### src/rtl/pipe_ctrl_pkg.sv
// +------------------------------------------------------------------------+
// | Module   : pipe_ctrl_pkg                                                |
// | Brief    : Opcodes, instruction field slices and FSM encoding shared   |
// |            by the pipeline hazard controller.                          |
// | Revision : 1.0                                                          |
// +------------------------------------------------------------------------+
`default_nettype none

package pipe_ctrl_pkg;

    localparam logic [5:0] OP_RTYPE = 6'b000000;
    localparam logic [5:0] OP_LW    = 6'b100011;
    localparam logic [5:0] OP_SW    = 6'b101011;
    localparam logic [5:0] OP_BEQ   = 6'b000100;

    localparam int OP_MSB = 31;
    localparam int OP_LSB = 26;
    localparam int RS_MSB = 25;
    localparam int RS_LSB = 21;
    localparam int RT_MSB = 20;
    localparam int RT_LSB = 16;

    typedef enum logic [0:0] {
        ST_RUN   = 1'b0,
        ST_STALL = 1'b1
    } state_t;

    // Only these formats read rt; for loads and immediates rt is a destination.
    function automatic logic uses_rt(input logic [5:0] op);
        return (op == OP_RTYPE) || (op == OP_SW) || (op == OP_BEQ);
    endfunction

endpackage

`default_nettype wire

### src/rtl/pipeline_hazard_ctrl_hazard_detect.sv
// +------------------------------------------------------------------------+
// | Module   : hazard_detect                                                |
// | Brief    : Combinational load-use hazard equation for IF/ID vs ID/EX.  |
// | Revision : 1.0                                                          |
// +------------------------------------------------------------------------+
`default_nettype none

module hazard_detect
    import pipe_ctrl_pkg::*;
(
    input  logic [31:0] i_instr,
    input  logic        i_mem_read,
    input  logic [4:0]  i_ex_rt,
    output logic        o_hazard
);

    logic [5:0] w_op;
    logic [4:0] w_rs;
    logic [4:0] w_rt;
    logic       w_unused_imm;

    assign w_op         = i_instr[OP_MSB:OP_LSB];
    assign w_rs         = i_instr[RS_MSB:RS_LSB];
    assign w_rt         = i_instr[RT_MSB:RT_LSB];
    assign w_unused_imm = ^i_instr[15:0];

    // r0 is hard-wired zero, so a load targeting it never creates a dependency.
    assign o_hazard = i_mem_read && (i_ex_rt != 5'd0) &&
                      ((i_ex_rt == w_rs) || (uses_rt(w_op) && (i_ex_rt == w_rt)));

endmodule

`default_nettype wire

### src/rtl/pipeline_hazard_ctrl.sv
// +------------------------------------------------------------------------+
// | Module   : pipeline_hazard_ctrl                                         |
// | Brief    : Load-use stall / taken-branch flush sequencer for IF-ID-EX. |
// |            HAZARD_PERF_CNT_EN adds saturating stall/flush counters.    |
// | Revision : 1.0                                                          |
// +------------------------------------------------------------------------+
`default_nettype none

module pipeline_hazard_ctrl
    import pipe_ctrl_pkg::*;
#(
    parameter int LOAD_STALL_CYCLES = 1,
    parameter int CNT_W             = 16
) (
    input  logic             clk,
    input  logic             rst,
    input  logic [31:0]      if_id_instr,
    input  logic             id_ex_mem_read,
    input  logic [4:0]       id_ex_rt,
    input  logic             mem_branch_taken,
    output logic             pc_write,
    output logic             if_id_write,
    output logic             id_ex_bubble,
    output logic             if_id_flush,
    output logic             id_ex_flush,
    output logic             ex_mem_flush,
    output logic             stall_active
`ifdef HAZARD_PERF_CNT_EN
    ,
    output logic [CNT_W-1:0] stall_cnt,
    output logic [CNT_W-1:0] flush_cnt
`endif
);

    localparam logic [2:0] c_rem_init = 3'(LOAD_STALL_CYCLES - 1);

    state_t     r_state;
    state_t     w_next_state;
    logic [2:0] r_rem;
    logic [2:0] w_next_rem;
    logic       w_hazard;
    logic       w_branch_flush;

    hazard_detect u_hazard_detect (
        .i_instr    (if_id_instr),
        .i_mem_read (id_ex_mem_read),
        .i_ex_rt    (id_ex_rt),
        .o_hazard   (w_hazard)
    );

    always_ff @(posedge clk or negedge rst) begin
        if (!rst) begin
            r_state <= ST_RUN;
            r_rem   <= 3'd0;
        end else begin
            r_state <= w_next_state;
            r_rem   <= w_next_rem;
        end
    end

    always_comb begin
        w_next_state   = r_state;
        w_next_rem     = r_rem;
        pc_write       = 1'b1;
        if_id_write    = 1'b1;
        id_ex_bubble   = 1'b0;
        w_branch_flush = 1'b0;
        stall_active   = (r_state == ST_STALL);

        // A taken branch wins in either state and squashes any stalled instruction.
        if (mem_branch_taken) begin
            w_branch_flush = 1'b1;
            w_next_state   = ST_RUN;
            w_next_rem     = 3'd0;
        end else begin
            case (r_state)
                ST_RUN: begin
                    if (w_hazard) begin
                        pc_write     = 1'b0;
                        if_id_write  = 1'b0;
                        id_ex_bubble = 1'b1;
                        if (LOAD_STALL_CYCLES > 1) begin
                            w_next_state = ST_STALL;
                            w_next_rem   = c_rem_init;
                        end
                    end
                end
                ST_STALL: begin
                    pc_write     = 1'b0;
                    if_id_write  = 1'b0;
                    id_ex_bubble = 1'b1;
                    w_next_rem   = r_rem - 3'd1;
                    if (r_rem == 3'd1) begin
                        w_next_state = ST_RUN;
                    end
                end
                default: begin
                    w_next_state = ST_RUN;
                    w_next_rem   = 3'd0;
                end
            endcase
        end

        // Reset freezes the front end and keeps ID/EX drained.
        if (!rst) begin
            pc_write       = 1'b0;
            if_id_write    = 1'b0;
            id_ex_bubble   = 1'b1;
            w_branch_flush = 1'b0;
        end
    end

    assign if_id_flush  = w_branch_flush;
    assign id_ex_flush  = w_branch_flush;
    assign ex_mem_flush = w_branch_flush;

`ifdef HAZARD_PERF_CNT_EN
    localparam logic [CNT_W-1:0] c_one = {{(CNT_W-1){1'b0}}, 1'b1};

    logic [CNT_W-1:0] r_stall_cnt;
    logic [CNT_W-1:0] r_flush_cnt;

    always_ff @(posedge clk or negedge rst) begin
        if (!rst) begin
            r_stall_cnt <= '0;
            r_flush_cnt <= '0;
        end else begin
            if (id_ex_bubble && (r_stall_cnt != '1)) begin
                r_stall_cnt <= r_stall_cnt + c_one;
            end
            if (w_branch_flush && (r_flush_cnt != '1)) begin
                r_flush_cnt <= r_flush_cnt + c_one;
            end
        end
    end

    assign stall_cnt = r_stall_cnt;
    assign flush_cnt = r_flush_cnt;
`else
    localparam int c_unused_cnt_w = CNT_W;
`endif

endmodule

`default_nettype wire

### config.mk
export PLATFORM = sky130hd
export DESIGN_NAME = pipeline_hazard_ctrl
export DESIGN_NICKNAME = d
export VERILOG_FILES = /design/src/rtl/pipe_ctrl_pkg.sv /design/src/rtl/pipeline_hazard_ctrl_hazard_detect.sv /design/src/rtl/pipeline_hazard_ctrl.sv
export SDC_FILE = /design/constraint.sdc
export NUM_CORES = 1
export LEC_CHECK = 0
export BUFFER_PORTS_ARGS = -buffer_cell sky130_fd_sc_hd__buf_2
export CAP_MARGIN = 5
export CORE_MARGIN = 4
export CORE_UTILIZATION = 28
export CTS_CLUSTER_DIAMETER = 40
export DETAILED_ROUTE_END_ITERATION = 8
export PLACE_DENSITY = 0.74
export SYNTH_ARGS = -nofsm -noshare
export SYNTH_HDL_FRONTEND = slang
export SYNTH_SLANG_ARGS = --single-unit
### constraint.sdc
create_clock -name clk -period 2.07 [get_ports clk]
set_input_delay 0.621 -clock clk [delete_from_list [all_inputs] [get_ports clk]]
set_output_delay 0.621 -clock clk [all_outputs]
set_load 0.01 [all_outputs]
After elaboration in Yosys (flattened, before gate mapping)
Index checks and enable logic that the tools add are counted.
- reduce and logical (&&, ||, !) cells: 9
- $lt $le $gt $ge: 0
- multiply operators: 0
- shift operators: 0
- bitwise operators: 1
- $add $sub $neg: 1
- eq/ne operators: 5
- muxes and demuxes: 15
- divide/modulo/power cells: 0
- operator list (cell ; count):
    $mux 1 ; 11
    $eq 5x5->1 ; 2
    $eq 6x3->1 const B ; 1
    $eq 6x6->1 const B ; 1
    $logic_not 6->1 ; 1
    $mux 3 ; 2
    $reduce_bool 5->1 ; 1
    $pmux 1 s2 ; 2
    $eq 3x1->1 const B ; 1
    $logic_and 1x1->1 ; 3
    $logic_or 1x1->1 ; 3
    $sub 3x1->3 const B ; 1
    $reduce_bool 2->1 ; 1
    $not 1->1 ; 1
- latch bits: 0
- output and inout port bits: 7
- memory bits (writable): 0
- ROM bits: 0
- logic and storage cells: 33
- register bits after elaboration: 4
- memories kept: 0
- input bits: 41

Logic depth before layout (Yosys ltp)
- depth after elaboration: 10
- gate-level depth with buffers: 5
- depth with buffers taken out: 5

By module
Synthesis repeated with hierarchy kept, for this count alone.
- cell total of the unflattened synthesis: 46
- area total of the unflattened synthesis: 421.7 um2
- modules (own cells, without submodules) (module ; area an instance (um2) ; cells each ; times used):
    pipeline_hazard_ctrl ; 257.7 ; 25 ; 1
    hazard_detect ; 163.9 ; 21 ; 1

Worst setup path before layout
OpenSTA, ideal clock, no wires.
- path type: input-to-output
- start point: input id_ex_rt[0]
- end point: output pc_write
- stages: 5
- path slack: -0.238 ns
- data arrival time: 1.687 ns
- cells stage by stage: or4_1 > o21ai_1 > a21oi_1 > o21ai_0 > buf_4
- longest elaborated chain between the ends: 8
- elaborated cells on any way between the ends: 11
- ends and longest elaborated chain (what ; RTL line ; text):
    start: declaration ; pipeline_hazard_ctrl.sv:19 ; input logic [4:0] id_ex_rt,
    $eq 5x5->1 ; pipeline_hazard_ctrl_hazard_detect.sv:29 ; ((i_ex_rt == w_rs) || (uses_rt(w_op) && (i_ex_rt == w_rt)));
    $logic_and 1x1->1 ; pipeline_hazard_ctrl_hazard_detect.sv:29 ;
    $logic_or 1x1->1 ; pipeline_hazard_ctrl_hazard_detect.sv:29 ;
    $logic_and 1x1->1 (*) ; pipeline_hazard_ctrl_hazard_detect.sv:28 ; assign o_hazard = i_mem_read && (i_ex_rt != 5'd0) &&
    $mux 1 (*) ; -- ;
    $pmux 1 s2 (*) ; -- ;
    $mux 1 (*) (2 in a row) ; -- ;
    end: declaration ; pipeline_hazard_ctrl.sv:21 ; output logic pc_write,
Mark *: on every way between the ends. The rest lies on a longest branch, timed or not.

Final worst setup path
- start point: input id_ex_rt[2]
- end point: output id_ex_bubble
- longest elaborated chain between the ends: 8
- elaborated cells on any way between the ends: 11
- ends and longest elaborated chain (what ; RTL line ; text):
    $eq 5x5->1 ; pipeline_hazard_ctrl_hazard_detect.sv:29 ;
    $logic_and 1x1->1 ; pipeline_hazard_ctrl_hazard_detect.sv:29 ;
    $logic_or 1x1->1 ; pipeline_hazard_ctrl_hazard_detect.sv:29 ;
    $logic_and 1x1->1 (*) ; pipeline_hazard_ctrl_hazard_detect.sv:28 ;
    $mux 1 (*) ; pipeline_hazard_ctrl.sv:78 ; if (w_hazard) begin
    $pmux 1 s2 (*) ; pipeline_hazard_ctrl.sv:76 ; case (r_state)
    $mux 1 (*) ; pipeline_hazard_ctrl.sv:71 ; if (mem_branch_taken) begin
    $mux 1 (*) ; pipeline_hazard_ctrl.sv:105 ; if (!rst) begin
    end: declaration ; pipeline_hazard_ctrl.sv:23 ; output logic id_ex_bubble,
Marked as above.

==> flow_results.org <==
** Timing
- Based on the critical path, the design can be clocked at up to around 430 MHz.
- For the final routed database, the setup TNS stands at -641 ps.
- Tightest slew margin relative to the limit :: 0.832
- On the final layout, the worst hold slack is around 290 ps.
- Setup repair after global routing could not meet its margin everywhere.
- For the pin with the worst max-slew slack, the measured transition is 250 ps.
- The count of endpoints failing hold in the final timing report was 0.
- Final Setup Violations :: 3
- Once routing completed, OpenROAD measured the worst setup slack at -236 ps.
- Number of max-slew violations in the final report :: 0
- Of the available clock period, the critical path in the final layout requires 1.11.
- Max Clock Skew :: 0.652 ps
- Counting I/O delays and the setup requirement, the final critical path takes 2310 ps.

** Worst setup path
- Category of the most critical setup path :: in2out
- The worst setup path is launched from an input port.
- STA puts the critical path data required time at 1450 ps.
- Cell with the biggest individual delay on the critical path :: sky130_fd_sc_hd__or4_4
- Kind of capture point of the worst setup path :: output pin
- Max stage delay on crit path :: 520 ps
- Crit-path max FO :: 3
- Critical Path AT :: approximately 1700 ps
- The worst register-to-register path has a depth of 4.
- CP Cell Sequence :: buf_6 > or4_4 > o21ai_2 > a21oi_2 > o21a_1 > buf_2

** Die
- Horiz. Die Dim :: 45.3 um
- During I/O placement, the number of pins put on the boundary was 48.
- For this configuration, the core starts out at a cell density of 0.300.
- DIE AREA :: 0.00206 mm^2
- In this run the vertical extent of the chip is 45.3 um.
- Standard-cell rows :: 13
- After floorplanning, the core was sized to cover approximately 0.0013 mm^2.

** Global routing
- The number of global-route vias before repair is 439.
- Summed over all layers, the global routing overflow is 0.
- Global routing usage summed across all routing layers :: 0.113
- First-pass GRT wire length :: approximately 1.6 mm
- The number of antenna violations at the first check in global routing was 0.
- Maximum number of pins on one net before global-route repair :: 7

** Placement
- Final Wtd Congestion :: 0.701
- Buffers on Ports :: 31
- The number of placed instances, taps included, is 90.
- Once placement finished, the instance area stood at between 500 and 600 um^2.
- HPWL after detailed placement :: around 900 um

** CTS
- TritonCTS built the clock tree.
- Clock root buffer :: sky130_fd_sc_hd__clkbuf_4
- For this design, the CTS-stage hold fixing added 0 buffers.
- Total CTS buffers :: 3
- Number of levels the H-tree was split into :: 1
- Clock tree synthesis found a total of 4 sinks.
- Number of buffers inserted by post-CTS setup repair :: 0
- The clock reaches the later pin of the worst-skew pair after 230 ps.
- Maximum buffer depth of the clock tree :: 2
- Clock-pin slew was measured on the worst setup and hold paths at 40 ps.

** Detailed routing
- The first TritonRoute pass finished after 2 iterations.
- Vias :: 433
- DR vias/cell :: 4.66
- After detailed routing, the number of remaining DRC violations is 0.
- Number of nets with antenna violations after detailed routing :: 0
- First-iteration detailed-routing DRC count :: 1
- Routed Wire Length :: ~1.1 mm
- In the final routed layout, each cell accounts on average for 11.5 um.

** Synthesis
- Synth Flop Type :: sky130_fd_sc_hd__dfrtp_1
- Number of instances in the synthesized netlist :: 44
- Yosys printed 0 warnings.
- The biggest area contributor in the post-synthesis netlist is sky130_fd_sc_hd__dfrtp_1.
- Proportion of synthesized chip area in sequential cells :: 0.256
- For this run, asynchronously set or reset flops after synthesis account for 1.00.
- Count leader, synth :: sky130_fd_sc_hd__xnor2_1
- The synthesized design contains 0 enable-type register cells.
- When the netlist entered floorplanning its net count stood at 87.
- Yosys cell types :: 23
- Area share of the largest cell type after synthesis :: 0.256
- Synth Area per Inst :: 8.87 um^2
- Cell types with the highest counts after synthesis :: 8 x sky130_fd_sc_hd__xnor2_1, 4 x sky130_fd_sc_hd__dfrtp_1, 4 x sky130_fd_sc_hd__xor2_1
- Cell area after technology mapping :: 390 um^2
- In this run, synthesis produced a sequential element count of 4.
- Top cells by area in the synthesized netlist :: sky130_fd_sc_hd__dfrtp_1 26%, sky130_fd_sc_hd__xnor2_1 18%, sky130_fd_sc_hd__xor2_1 9.0%

** Status
- Violations in the final reports :: setup timing
- The flow ran to the end, but the final reports show violations.

** Final layout
- The number of antenna diodes in the final layout is 0.
- The finished cells cover 644 um^2.
- At the end of the flow, the number of nets in the layout was 123.
- Fraction of layout cells with a size suffix above 1 :: 0.590
- Once layout is complete, the cells apart from fillers number 93.
- Area growth from synthesis to layout :: 65.1%

** Run
- Across the run, the number of max-cap violations was 0.

** Power and ir drop
- Worst vdd ir :: 0.000202 V
- Post-layout total power :: 0.000260 W
- Power density relative to cell area :: 403 mW/mm^2
- Static leakage :: between 0.3 and 0.4 nW

** Hold path
- Type of the tightest min-delay check :: in2async
## placed cells by master, fill, tap and decap left out, drive strengths merged
cell,instances
or4,1
dfrtp,4
and2,1
nor3b,1
and4b,1
inv,2
xnor2,8
nand3,1
nand2,1
o21a,1
xor2,4
a21oi,2
nand4,1
ha,2
o31ai,1
nor4,2
nor2b,1
nor2,3
mux2,1
clkbuf,3
buf,34
and2b,1
o21ai,2
## power by group
part	switching [W]	internal, W
Clock	0.0000302	0.0000647
Combinational	0.0000400	0.0000463
Sequential	0.0000000000000000000831	0.0000786
Total	0.0000703	0.000190
## worst paths after layout
check | start | end | slack [ps]
min in group clk | r_rem[2] | r_rem[2] | 550
max reg2reg | r_rem[0] | r_rem[1] | 950
max in group asynchronous | rst | r_rem[1] | 1690
max | id_ex_rt[2] | id_ex_bubble | -240
min | rst | r_rem[2] | 290
min reg2reg | r_rem[2] | r_rem[2] | 550
## critical path, delay by kind of cell
kind / cells / cell delay, ps
compound gates: 3 / 310
buf+inv: 2 / 230
simple gates: 1 / 520
## timing repair
| action | 4_1_cts | 5_1_grt |
|---|---|---|
| pin swaps | 5 | 3 |
| endpoints found under the setup margin | 3 | 3 |
| gates resized for setup | 5 | 5 |
| endpoints found under the hold margin | 0 | 0 |
## metal layers
metal / share of wire / up-vias / global-route usage
met2: 0.55 / 21 / 0.201
met5: 0 / - / 0
li1: - / 218 / -
met1: 0.34 / 194 / 0.116
met4: 0 / 0 / 0.0702
met3: 0.11 / 0 / 0.0319
## layout make-up
cell class	instances	area (um^2)
Tap cell	15	18.8
Multi-Input combinational cell	35	305
Timing Repair Buffer	34	190
Clock buffer	3	22.5
Sequential cell	4	100
Inverter	2	7.51
Fill cell	140	657
## registers in the layout (all words and copies together), names as in the netlist
register      cells
r_rem             3
stall_active      1
## per-stage QoR
stage | utilization | setup slack, ps
after floorplan | - | -130
after global placement | 0.441 | -288
after detailed placement | 0.441 | -303
after CTS | 0.476 | -287
after global routing | 0.495 | -292
final | 0.495 | -236
## cells by family after synthesis
| group | Yosys count | synth area share |
|---|---|---|
| DFF | 4 | 0.256 |
| muxes | 1 | 0.0288 |
| buffers and inverters | 5 | 0.0769 |
| and+or+nand+nor | 14 | 0.215 |
| AOI/OAI and AO/OA | 6 | 0.0897 |
| adders and majority gates | 2 | 0.0641 |
| xor gates and xnor gates | 12 | 0.269 |
Power figures use the tool's default switching activity.
